## src/rtl/midi_pkg.sv

```systemverilog
// ============================================================================
// Module      : midi_pkg
// Description : MIDI 1.0 constants and encoder state type shared by TX/RX paths
// Revision    : 1.0
// ============================================================================
`default_nettype none

package midi_pkg;

    localparam logic [3:0] NOTE_OFF  = 4'h8;
    localparam logic [3:0] NOTE_ON   = 4'h9;
    localparam logic [7:0] DATA_MASK = 8'h7F;

    typedef enum logic [1:0] {
        ST_IDLE   = 2'd0,
        ST_STATUS = 2'd1,
        ST_DATA1  = 2'd2,
        ST_DATA2  = 2'd3
    } encState_t;

    function automatic logic [7:0] statusByte(input logic [3:0] kind, input logic [3:0] chan);
        return {kind, chan};
    endfunction

    // Data bytes always have bit 7 clear so they can never be taken for a status.
    function automatic logic [7:0] dataByte(input logic [6:0] value);
        return {1'b0, value} & DATA_MASK;
    endfunction

endpackage

`default_nettype wire

```

## src/rtl/midi_running_status.sv

```systemverilog
// ============================================================================
// Module      : midi_running_status
// Description : Last transmitted status byte with idle-time based expiry
// Revision    : 1.0
// ============================================================================
`default_nettype none

module midi_running_status #(
    parameter bit ENABLE     = 1'b1,
    parameter int RS_REFRESH = 1000000
) (
    input  logic       clk,
    input  logic       rst,
    input  logic       i_statusWr,
    input  logic [7:0] i_status,
    output logic [7:0] o_lastStatus,
    output logic       o_lastValid
);

    localparam int                c_cntW    = $clog2(RS_REFRESH + 1);
    localparam logic [c_cntW-1:0] c_refresh = c_cntW'(RS_REFRESH);

    logic [7:0]        r_lastStatus;
    logic              r_lastValid;
    logic [c_cntW-1:0] r_idleCnt;

    always_ff @(posedge clk) begin
        if (rst) begin
            r_lastStatus <= 8'h00;
            r_lastValid  <= 1'b0;
            r_idleCnt    <= '0;
        end else if (i_statusWr) begin
            r_lastStatus <= i_status;
            r_lastValid  <= ENABLE;
            r_idleCnt    <= '0;
        end else begin
            // Counter parks at the refresh value; validity drops once it gets there.
            if (r_idleCnt != c_refresh) begin
                r_idleCnt <= r_idleCnt + 1'b1;
            end else begin
                r_lastValid <= 1'b0;
            end
        end
    end

    assign o_lastStatus = r_lastStatus;
    assign o_lastValid  = r_lastValid;

endmodule

`default_nettype wire

```

## src/rtl/midi_note_encoder.sv

```systemverilog
// ============================================================================
// Module      : midi_note_encoder
// Description : Note On/Off events to MIDI 1.0 byte stream for the UART TX FIFO
// Revision    : 1.0
// ============================================================================
`default_nettype none

module midi_note_encoder
    import midi_pkg::*;
#(
    parameter int    pMidiCh        = 0,
    parameter string pNoteOffMode   = "vel0",
    parameter int    pNoteOffVel    = 64,
    parameter string pRunningStatus = "yes",
    parameter int    pRsRefresh     = 1000000
) (
    input  logic       iCLK,
    input  logic       iRST,
    input  logic [6:0] iNoteNumber,
    input  logic [6:0] iVelocity,
    input  logic       iNoteOn,
    input  logic       iNoteOff,
    output logic       oReady,
    output logic [7:0] oMidiWd,
    output logic       oMidiWe,
    input  logic       iMidiFull,
    output logic       oBusy
);

    localparam logic [3:0] c_chan      = 4'(pMidiCh);
    localparam bit         c_mode8x    = (pNoteOffMode == "8x");
    localparam bit         c_rsEnable  = (pRunningStatus == "yes");
    localparam logic [7:0] c_onStatus  = statusByte(NOTE_ON, c_chan);
    localparam logic [7:0] c_offStatus = statusByte(c_mode8x ? NOTE_OFF : NOTE_ON, c_chan);
    localparam logic [6:0] c_offVel    = c_mode8x ? 7'(pNoteOffVel) : 7'd0;

    encState_t  r_state;
    encState_t  w_next;
    logic [6:0] r_note;
    logic [6:0] r_vel;
    logic [7:0] r_status;
    logic [7:0] r_wd;
    logic [7:0] w_wdNext;

    logic       w_req;
    logic       w_accept;
    logic       w_we;
    logic       w_skip;
    logic       w_statusWr;
    logic [7:0] w_newStatus;
    logic [6:0] w_newVel;
    logic [7:0] w_lastStatus;
    logic       w_lastValid;

    assign w_req       = iNoteOn | iNoteOff;
    // Simultaneous on/off requests resolve to Note Off.
    assign w_newStatus = iNoteOff ? c_offStatus : c_onStatus;
    assign w_newVel    = iNoteOff ? c_offVel :
                         (iVelocity == 7'd0) ? 7'd1 : iVelocity;
    assign w_skip      = c_rsEnable & w_lastValid & (w_lastStatus == w_newStatus);
    assign w_we        = (r_state != ST_IDLE) & ~iMidiFull;

    midi_running_status #(
        .ENABLE     (c_rsEnable),
        .RS_REFRESH (pRsRefresh)
    ) u_runningStatus (
        .clk          (iCLK),
        .rst          (iRST),
        .i_statusWr   (w_statusWr),
        .i_status     (r_status),
        .o_lastStatus (w_lastStatus),
        .o_lastValid  (w_lastValid)
    );

    always_ff @(posedge iCLK) begin
        if (iRST) begin
            r_state <= ST_IDLE;
        end else begin
            r_state <= w_next;
        end
    end

    always_comb begin
        w_next     = r_state;
        w_wdNext   = r_wd;
        w_accept   = 1'b0;
        w_statusWr = 1'b0;
        case (r_state)
            ST_IDLE: begin
                if (w_req) begin
                    w_accept = 1'b1;
                    if (w_skip) begin
                        w_next   = ST_DATA1;
                        w_wdNext = dataByte(iNoteNumber);
                    end else begin
                        w_next   = ST_STATUS;
                        w_wdNext = w_newStatus;
                    end
                end
            end
            ST_STATUS: begin
                if (w_we) begin
                    w_statusWr = 1'b1;
                    w_next     = ST_DATA1;
                    w_wdNext   = dataByte(r_note);
                end
            end
            ST_DATA1: begin
                if (w_we) begin
                    w_next   = ST_DATA2;
                    w_wdNext = dataByte(r_vel);
                end
            end
            ST_DATA2: begin
                if (w_we) begin
                    w_next = ST_IDLE;
                end
            end
            default: begin
                w_next = ST_IDLE;
            end
        endcase
    end

    // Output byte is loaded one state ahead so it is stable for the whole byte state.
    always_ff @(posedge iCLK) begin
        if (iRST) begin
            r_wd     <= 8'h00;
            r_note   <= 7'd0;
            r_vel    <= 7'd0;
            r_status <= 8'h00;
        end else begin
            r_wd <= w_wdNext;
            if (w_accept) begin
                r_note   <= iNoteNumber;
                r_vel    <= w_newVel;
                r_status <= w_newStatus;
            end
        end
    end

    assign oMidiWe = w_we;
    assign oMidiWd = r_wd;
    assign oReady  = (r_state == ST_IDLE);
    assign oBusy   = (r_state != ST_IDLE);

endmodule

`default_nettype wire

```

## config.mk

```make
export PLATFORM = sky130hd
export DESIGN_NAME = midi_note_encoder
export DESIGN_NICKNAME = d
export VERILOG_FILES = /design/src/rtl/midi_pkg.sv /design/src/rtl/midi_running_status.sv /design/src/rtl/midi_note_encoder.sv
export SDC_FILE = /design/constraint.sdc
export NUM_CORES = 1
export LEC_CHECK = 0
export CAP_MARGIN = 20
export CORE_AREA = 2 2 84 86
export CTS_BUF_LIST = sky130_fd_sc_hd__clkbuf_8
export CTS_CLUSTER_DIAMETER = 50
export DETAILED_ROUTE_END_ITERATION = 8
export DIE_AREA = 0 0 86 88
export DONT_BUFFER_PORTS = 1
export PLACE_DENSITY = 0.5
export SLEW_MARGIN = 20
export SYNTH_ARGS = -nofsm -noshare
export SYNTH_HDL_FRONTEND = slang
export SYNTH_HIERARCHICAL = 1
export SYNTH_SLANG_ARGS = --single-unit
```

## constraint.sdc

```tcl
create_clock -name iCLK -period 2.2 [get_ports iCLK]
set_input_delay 0.44 -clock iCLK [delete_from_list [all_inputs] [get_ports iCLK]]
set_output_delay 0.44 -clock iCLK [all_outputs]
set_load 0.02 [all_outputs]
```

==> out/results.tsv <==
stage	metric	value	unit
floorplanning	# IOs	30	
sta	Fmax	517	MHz
clock_tree	worst skew pair latency	0.31	ns
clock_tree	Hold Buf Count CTS	0	
final_layout	FF+latch area	1080	um2
route	Post-DRT Antenna Nets	0	
floorplanning	initial core utilization	38.9	%
clock_tree	Post-CTS Setup Repair Bufs	0	
sta	measured slew at the worst slew-check pin	0.701	ns
logic_synthesis	synth warn	6	
floorplanning	DIE AREA	7570	um2
worst_setup_path	reg2reg path depth	7	
placed_design	hpwl dp	3860	um
clock_tree	CTS sink cnt	54	
sta	endpoints failing hold	0	
global_routing	gr usage total	14.7	%
final_layout	Multi-input gate area	1400	um2
sta	fin crit share	87.9	%
floorplanning	die width	86	um
floorplanning	core area	6640	um2
power_and_ir_drop	maximum vdd drop	0.292	mV
placed_design	I/O Buffers	0	
route	via count	1968	
logic_synthesis	top_reg_cell synth	dfxtp_1	
global_routing	met1 Usage GRT	17.0	%
worst_setup_path	highest-delay cell along the critical path	or3_4	
route	Initial DRT Pass Iterations	4	
final_layout	Filler Cell Count	688	
global_routing	met2 Track Usage GR	26.6	%
hold_path	HP Class	in2reg	
global_routing	global-route track usage on met3	3.49	%
global_routing	gr busiest metal	met2	
final_layout	Nets	318	
clock_tree	Num CTS Buffers	5	
logic_synthesis	count of cell types in the netlist	55	
status	status	finished clean	
clock_tree	clock slew at reported path FFs	0.10	ns
logic_synthesis	Syn Inst Count	289	
logic_synthesis	Avg Cell Area, Syn	8.95	um2
floorplanning	Core Rows	30	
worst_setup_path	crit path cell chain	inv_1, ha_1, or3_4, o32ai_4, buf_4, nor2_1, a211oi_2	
route	drt drc	0	
route	Iter 0 DRT Violations	66	
route	vias per cell	5.28	
sta	pins over their slew limit	0	
global_routing	first-pass GRT wire length	8870	um
final_layout	Antenna Cells	0	
clock_tree	root buffer cell	clkbuf_8	
logic_synthesis	Post-synth EDFFs	0	
global_routing	largest net degree at the start of global routing	37	
logic_synthesis	synthesized flop and latch total	54	
sta	Tmin final	1.93	ns
clock_tree	clk buf depth	2	
sta	total negative slack	0	ns
floorplanning	die height	88	um
worst_setup_path	RR Endpoint	oMidiWd[1]	
final_layout	Layout Utilization	41.7	%
placed_design	GP Congestion	0.705	
worst_setup_path	WP data required	2.43	ns
worst_setup_path	Critical Path Start Type	register	
worst_setup_path	Max stage delay on crit path	0.43	ns
logic_synthesis	Mapped Area	2590	um2
worst_setup_path	Reg2Reg Setup Slack	0.27	ns
global_routing	grt ovf	0	
worst_setup_path	worst setup path end	oMidiWd[1]	
clock_tree	# resized after CTS	0	
logic_synthesis	FFs w/ async S/R, synth	0	%
route	wire length per cell	14.3	um
power_and_ir_drop	pwr dens	978	nW/um2
placed_design	Setup WS pre-CTS	0.292	ns
sta	Worst slew margin	52.9	%
power_and_ir_drop	LEAKAGE	0.00104	uW
route	WL final	5320	um
sta	RSZ-0062 raised after global routing	false	
sta	worst clock skew	0.00781	ns
global_routing	initial antenna violation count	0	
worst_setup_path	Setup crit start	r_state[1]	
final_layout	area growth from synthesis to final layout	7.11	%
global_routing	vias in the first global route	1928	
final_layout	share of layout cells above drive strength 1	14.3	%
logic_synthesis	sequential-to-total area share from yosys stat	41.8	%
sta	Final Hold Slack	0.200	ns
clock_tree	CTS tree	built	
sta	Setup violations, final	0	
sta	Final WS setup	0.267	ns
flow_run	Max-cap violations	0	
worst_setup_path	RR Startpoint	r_state[1]	
clock_tree	H-tree Lvls	2	
worst_setup_path	Setup Crit Path Kind	reg2reg	
worst_setup_path	Crit. End Element	register	
worst_setup_path	CP Data Arrival Time	2.16	ns
worst_setup_path	crit path max fanout	14	
placed cells by master (no fill, tap or decap), drive strengths merged, types with 2 or more instances in the layout:
| cell | synthesis | layout |
|---|---|---|
| o21ai | 5 | 5 |
| inv | 7 | 7 |
| a31oi | 3 | 3 |
| nand4 | 3 | 3 |
| clkinv | 0 | 2 |
| a22oi | 7 | 7 |
| nand3b | 2 | 2 |
| nor3b | 7 | 7 |
| o31ai | 2 | 2 |
| xnor2 | 3 | 3 |
| or3 | 7 | 7 |
| nor4b | 2 | 2 |
| and3 | 6 | 6 |
| xor2 | 8 | 8 |
| nand2 | 27 | 27 |
| a211oi | 7 | 7 |
| a21oi | 22 | 22 |
| a22o | 6 | 6 |
| clkbuf | 8 | 5 |
| dfxtp | 54 | 54 |
| nor2 | 46 | 46 |
| and4b | 2 | 2 |
| conb | 1 | 6 |
| nand3 | 9 | 9 |
| buf | 11 | 10 |
| ha | 7 | 7 |
| a41o | 2 | 2 |
| mux2i | 9 | 9 |
| and4 | 4 | 4 |
| nor4 | 2 | 2 |
worst max-delay path, delay by kind of cell (launching register included):
kind                       cells  cell delay (ns)
adders and majority gates      1             0.31
and+or+nand+nor                2             0.50
DFF                            1             0.42
buffers and inverters          2             0.34
AOI/OAI and AO/OA              2             0.28
metal layers:
metal  wire length [um]  share of wire (%)
met5                  0                  0
met1               2440                 46
met4                 38               0.71
met2               2630                 49
met3                215                4.0
through the flow:
| stage | cell area [um2] | total power [uW] | cells |
|---|---|---|---|
| finish | 2770 | 2710 | 373 |
| global route | 2770 | 2910 | 373 |
| CTS | 2770 | 2740 | 373 |
| detailed placement | 2680 | 2180 | 365 |
| global placement | 2680 | 2170 | 365 |
| floorplan | 2610 | 2000 | 294 |
power by group:
group,switching [uW],leakage (uW),internal [uW]
sequential,138,0.000440,1110
clock,331,0.0000441,224
combinational,520,0.000554,383
layout make-up:
cell class                      count  share of cell area [%]
Multi-Input combinational cell    214                    50.5
Inverter                            7                   0.949
Timing Repair Buffer               10                    2.71
Sequential cell                    54                    39.0
Clock buffer                        5                    2.48
Clock inverter                      3                   0.768
Tap cell                           80                    3.61
worst min path at each step:
stage                          from                              end  slack, ns  cells after the start
after floorplan            r_vel[0]                         r_vel[0]       0.43                      2
after global placement    r_note[5]                        r_note[5]       0.44                      2
after detailed placement  r_note[5]                        r_note[5]       0.44                      2
after CTS                      iRST                       oMidiWd[2]       0.17                      1
after global routing           iRST                       oMidiWd[5]       0.16                      1
final                          iRST  u_runningStatus/o_lastStatus[3]       0.20                      1
cells in the mapped netlist (2+ instances only):
cell type,n,area (um2)
o31ai_1,2,15.0
nor3b_1,6,45.0
inv_1,7,26.3
nand2_1,26,97.6
a41o_1,2,20.0
or3_1,4,25.0
buf_1,2,7.51
nor2_1,42,158
buf_2,6,30.0
and3_1,5,31.3
nor4b_1,2,17.5
mux2i_1,9,90.1
a22o_1,6,52.6
o21ai_0,5,25.0
nand3_1,9,45.0
or3_2,2,15.0
nand4_1,3,18.8
ha_1,7,87.6
nor4_1,2,12.5
and4b_1,2,20.0
a21oi_1,21,105
a22oi_1,7,52.6
a211oi_2,6,75.1
xor2_1,8,70.1
xnor2_1,3,26.3
a31oi_1,3,18.8
and4_1,2,17.5
dfxtp_1,54,1080
nor2_2,4,25.0
clkbuf_1,7,26.3
cell families after synthesis:
| logic type | count (synthesis) | synth area share (%) |
|---|---|---|
| AOI/OAI and AO/OA | 59 | 17.2 |
| xor gates and xnor gates | 11 | 3.73 |
| buffers and inverters | 26 | 4.98 |
| adders and majority gates | 7 | 3.39 |
| DFF | 54 | 41.8 |
| other | 1 | 0.145 |
| and+or+nand+nor | 121 | 24.8 |
| muxes | 10 | 3.92 |
sequential cells by signal, summed over array words and instances, names as in the netlist:
| name | flops |
|---|---|
| r_state | 2 |
| r_status | 1 |
| u_runningStatus/o_lastValid | 1 |
| u_runningStatus/o_lastStatus | 8 |
| r_note | 7 |
| r_vel | 7 |
| u_runningStatus/r_idleCnt | 20 |
| oMidiWd | 8 |
No activity file was read; power rests on OpenSTA's default activity.
